==> src/rtl/register_scoreboard_pkg.sv <==
// Shared constants for the register scoreboard: result latencies, stall-reason
// encodings and the pending-count width.
package register_scoreboard_pkg;

    localparam int CNT_W = 3;

    localparam logic [CNT_W-1:0] LAT_ALU  = 3'd0;
    localparam logic [CNT_W-1:0] LAT_LOAD = 3'd1;
    localparam logic [CNT_W-1:0] LAT_MULT = 3'd4;
    localparam logic [CNT_W-1:0] LAT_DIV  = 3'd7;

    typedef enum logic [1:0] {
        REASON_NONE = 2'b00,
        REASON_RAW  = 2'b01,
        REASON_WAW  = 2'b10,
        REASON_BOTH = 2'b11
    } stallReason_t;

endpackage

==> src/rtl/scoreboard_entry.sv <==
// One pending-result counter: loads a latency on issue, otherwise counts down
// and sticks at zero.
module scoreboard_entry
    import register_scoreboard_pkg::*;
(
    input  logic             clk,
    input  logic             reset,
    input  logic             load,
    input  logic [CNT_W-1:0] loadValue,
    output logic [CNT_W-1:0] count,
    output logic             nonZero
);

    // A new issue to this register overrides the countdown in the same cycle.
    always_ff @(posedge clk or posedge reset) begin
        if (reset) begin
            count <= '0;
        end else if (load) begin
            count <= loadValue;
        end else if (count != '0) begin
            count <= count - CNT_W'(1);
        end
    end

    assign nonZero = (count != '0);

endmodule

==> src/rtl/register_scoreboard.sv <==
// Issue-stage register scoreboard: detects RAW/WAW hazards against pending
// result latencies, stalls ID, and counts stall cycles.
module register_scoreboard
    import register_scoreboard_pkg::*;
(
    input  logic        clk,
    input  logic        reset,
    input  logic        ID_Valid,
    input  logic [4:0]  ID_RegisterRs,
    input  logic [4:0]  ID_RegisterRt,
    input  logic        ID_UsesRs,
    input  logic        ID_UsesRt,
    input  logic        ID_RegWrite,
    input  logic [4:0]  ID_RegisterRd,
    input  logic [2:0]  ID_Latency,
    output logic        Stall,
    output logic [1:0]  StallReason,
    output logic [31:0] Busy,
    output logic [15:0] StallCycles
);

    logic [CNT_W-1:0] cnt [32];
    logic [31:0]      busyBits;
    logic             rsHit;
    logic             rtHit;
    logic             raw;
    logic             waw;
    logic             stall;
    logic             writeEn;
    stallReason_t     reason;

    function automatic logic [15:0] satInc(input logic [15:0] value);
        return (value == 16'hFFFF) ? value : value + 16'd1;
    endfunction

    // $zero never has a pending write.
    assign cnt[0]      = '0;
    assign busyBits[0] = 1'b0;

    // Hazards look only at registered counts, so an instruction never sees its own update.
    always_comb begin
        rsHit   = ID_UsesRs && (ID_RegisterRs != 5'd0) && (cnt[ID_RegisterRs] != '0);
        rtHit   = ID_UsesRt && (ID_RegisterRt != 5'd0) && (cnt[ID_RegisterRt] != '0);
        raw     = ID_Valid && (rsHit || rtHit);
        waw     = ID_Valid && ID_RegWrite && (ID_RegisterRd != 5'd0)
                  && (cnt[ID_RegisterRd] > ID_Latency);
        stall   = !reset && (raw || waw);
        writeEn = !reset && ID_Valid && !stall && ID_RegWrite;
        reason  = REASON_NONE;
        if (stall) begin
            reason = stallReason_t'({waw, raw});
        end
    end

    for (genvar r = 1; r < 32; r++) begin : gEntry
        scoreboard_entry uEntry (
            .clk       (clk),
            .reset     (reset),
            .load      (writeEn && (ID_RegisterRd == 5'(r))),
            .loadValue (ID_Latency),
            .count     (cnt[r]),
            .nonZero   (busyBits[r])
        );
    end

    always_ff @(posedge clk or posedge reset) begin
        if (reset) begin
            StallCycles <= '0;
        end else if (stall) begin
            StallCycles <= satInc(StallCycles);
        end
    end

    assign Stall       = stall;
    assign StallReason = reason;
    assign Busy        = busyBits;

endmodule

==> config.mk <==
export PLATFORM = sky130hd
export DESIGN_NAME = register_scoreboard
export DESIGN_NICKNAME = d
export VERILOG_FILES = /design/src/rtl/register_scoreboard_pkg.sv /design/src/rtl/scoreboard_entry.sv /design/src/rtl/register_scoreboard.sv
export SDC_FILE = /design/constraint.sdc
export NUM_CORES = 1
export LEC_CHECK = 0
export ABC_AREA = 1
export CORE_ASPECT_RATIO = 1.5
export CORE_MARGIN = 10
export CORE_UTILIZATION = 40
export CTS_BUF_LIST = sky130_fd_sc_hd__clkbuf_8
export DETAILED_ROUTE_END_ITERATION = 16
export SETUP_SLACK_MARGIN = 0.02
export SLEW_MARGIN = 20
export SYNTH_ARGS = -nofsm -noshare
export SYNTH_HDL_FRONTEND = slang
export SYNTH_SLANG_ARGS = --single-unit
export TNS_END_PERCENT = 5
==> constraint.sdc <==
create_clock -name clk -period 6 [get_ports clk]
set_clock_uncertainty 0.2 [all_clocks]
set_input_delay 0.6 -clock clk [delete_from_list [all_inputs] [get_ports clk]]
set_output_delay 0.6 -clock clk [all_outputs]
set_load 0.1 [all_outputs]
==> flow_summary.json <==
{
  "status": "finished, final reports clean",
  "coreArea_sq_um": 24300,
  "routabilityCongestion": 0.987,
  "fp.dieArea_sq_um": 31400,
  "fin_nets": 1580,
  "criticalPathCategory": "in -> out",
  "synth-async-reset-ratio_pct": 100,
  "design_area_sq_um": 10800,
  "cp_slowest_stage_delay_ns": 0.58,
  "grt_start_max_net_pins": 62,
  "placed_cells": 1803,
  "ctsHoldBuffers": 0,
  "grt_pass1_wl_um": 54300,
  "endpoint_kind": "output port",
  "critPathLaunchType": "input pin",
  "p_per_area_nw_per_um2": 528,
  "synth_area_sq_um": 9850,
  "drtAntennaViolNets": 0,
  "synthTopCellsByCount": "nand2_1 (405), inv_1 (238), dfrtp_1 (109), nor2_1 (97), o21ai_0 (93)",
  "worstPathArrival_ns": 4.27,
  "antenna_found_initial": 0,
  "dr.pass1.iters": 6,
  "grt_pass1_vias": 9503,
  "setup_viol": 0,
  "die_w_um": 148,
  "post-cts-setup-buffers": 0,
  "start_util_pct": 40.5,
  "synthTopCellsByArea": "dfrtp_1 (28%), nand2_1 (15%), inv_1 (9.1%), ha_1 (8.4%), xor2_1 (6.0%)",
  "gr-usage-all-layers_pct": 22.0,
  "drv_cap": 0,
  "layout-drive-gt1-share_pct": 4.35,
  "port_buffers": 73,
  "die_h_um": 212,
  "drt_iter0_drc": 773,
  "synth_top_area_share_pct": 27.7,
  "ys_types": 42,
  "synth_edf_count": 0,
  "ff_latch_area_sq_um": 2730,
  "cts_root_buffer": "clkbuf_8",
  "syn_area_per_cell_sq_um": 6.68,
  "drt-total-wl_um": 34300,
  "syn_nets": 1565,
  "clk_pin_slew_worst_paths_ns": 0.11,
  "boundaryPins": 75,
  "setup_slack_ns": 0.931,
  "crit_fanout": 20,
  "final_util_pct": 44.4,
  "ys_seq_elements": 109,
  "yosysWarnings": 0,
  "clock-sinks": 109,
  "stdcell_count": 1818,
  "syn_inst": 1475,
  "tightest_slew_ns": 1.01,
  "p_leak_uw": 0.00576,
  "cts_resized": 0,
  "cts_tree": "done",
  "drc_errors": 0,
  "cts_buffer_depth": 2,
  "dpl.hpwl_um": 24700,
  "hold_violations": 0,
  "row_count": 70,
  "overflow": 0,
  "synth_top_flop_cell": "dfrtp_1",
  "cp_slowest_cell": "clkdlybuf4s50_1",
  "period_needed_ns": 5.07,
  "yosysTopAreaCell": "dfrtp_1",
  "post_drt_wl_per_cell_um": 18.9,
  "max_freq_mhz": 197,
  "drv_slew": 0,
  "diodes": 0,
  "hold_path_class": "reg -> reg",
  "via_per_inst": 5.35,
  "synth-seq-area-share_pct": 27.7,
  "num_vias": 9724,
  "path_cells": "clkdlybuf4s50_1 -> nor2_1 -> buf_4 -> inv_1 -> o22ai_1 -> o21ai_0 -> nand2_1 -> a221oi_1 -> o21ai_0 -> ha_1 -> nand2_1 -> o21ai_0 -> nand2_1 -> a211oi_1 -> inv_2 -> a21oi_1 -> buf_12",
  "area_delta_synth_final_pct": 9.82,
  "slew_headroom_pct": 32.3,
  "min_period_over_period_pct": 84.5,
  "crit_required_ns": 5.20,
  "pre_cts_slack_ns": 0.989,
  "multiInputGateArea_sq_um": 5660,
  "peakVddDrop_uv": 405,
  "cts_buffers": 9,
  "insertion_delay_ns": 0.42,
  "fillers": 2668,
  "yosys.cell_count.top_type": "nand2_1",
  "dpl_cell_area_sq_um": 10600,
  "cts_max_level": 3,
  "fin_setup_tns_ns": 0,
  "rsz0062_at_grt": "false"
}
-- stage by stage --
stage                     hold slack, ns  power, uW
after floorplan                    0.360       4420
after global placement             0.291       5160
after detailed placement           0.289       5210
after CTS                          0.319       5730
after global routing               0.365       6290
final                              0.314       5710
-- cell type report --
cell class | count | area share (%)
flip-flops and latches | 109 | 25.2
multi-input cells | 1033 | 52.3
inverters | 246 | 8.58
repair buffers | 91 | 8.28
well taps | 324 | 3.75
clock inverters | 4 | 0.451
clock buffers | 11 | 1.40
-- cell usage in the layout (no fill, tap or decap), types with 11 or more instances in the layout --
master           count
nand2_1            405
inv_1              238
dfrtp_1            109
nor2_1              97
o21ai_0             93
nand3_1             89
nand4_1             78
clkdlybuf4s50_1     70
xor2_1              68
ha_1                66
o22ai_1             33
o21ai_1             21
a21oi_1             18
buf_4               18
nand3_2             12
clkbuf_8            11
-- worst paths after layout --
kind	start	to	slack (ns)	cells past startpoint
max in group asynchronous	reset	gEntry[8].uEntry.count[1]	3.91	3
setup / recovery	ID_RegisterRd[1]	Stall	0.93	17
hold reg to reg	StallCycles[7]	StallCycles[7]	0.31	2
setup reg to reg	gEntry[26].uEntry.count[2]	gEntry[18].uEntry.count[0]	2.41	18
hold / removal	StallCycles[7]	StallCycles[7]	0.31	2
min in group asynchronous	reset	StallCycles[6]	0.61	2
-- sequential cells by signal, indices dropped and copies added, names as in the netlist --
name and count:
StallCycles 16, gEntry.uEntry.count 93
-- logic make-up after synthesis --
logic type	count (synthesis)	share of synthesized area (%)
AOI/OAI and AO/OA	187	10.6
xor gates and xnor gates	76	6.76
adders and majority gates	66	8.38
buffers and inverters	333	14.8
DFF	109	27.7
muxes	2	0.203
other	1	0.0381
and+or+nand+nor	701	31.5
-- worst max-delay path: cells and delay by family --
family	cells	cell delay [ns]
adders and majority gates	1	0.34
AOI/OAI and AO/OA	7	1.40
buffers and inverters	5	1.63
and+or+nand+nor	4	0.27
-- power breakdown --
group          switching (uW)  internal (uW)  total, uW  leakage [uW]
combinational            2660           1200       3860       0.00434
sequential                257           1100       1350       0.00132
clock                     280            213        492     0.0000988
-- routing by layer --
metal  vias up  GRT usage, %  routed length (um)
met5         -             0                   0
met4         0          10.7                1560
met1      4514          26.5               13700
li1       4710             -                   -
met2       411          37.1               16600
met3        89          3.53                2430
No activity file was read; power rests on OpenSTA's default activity.
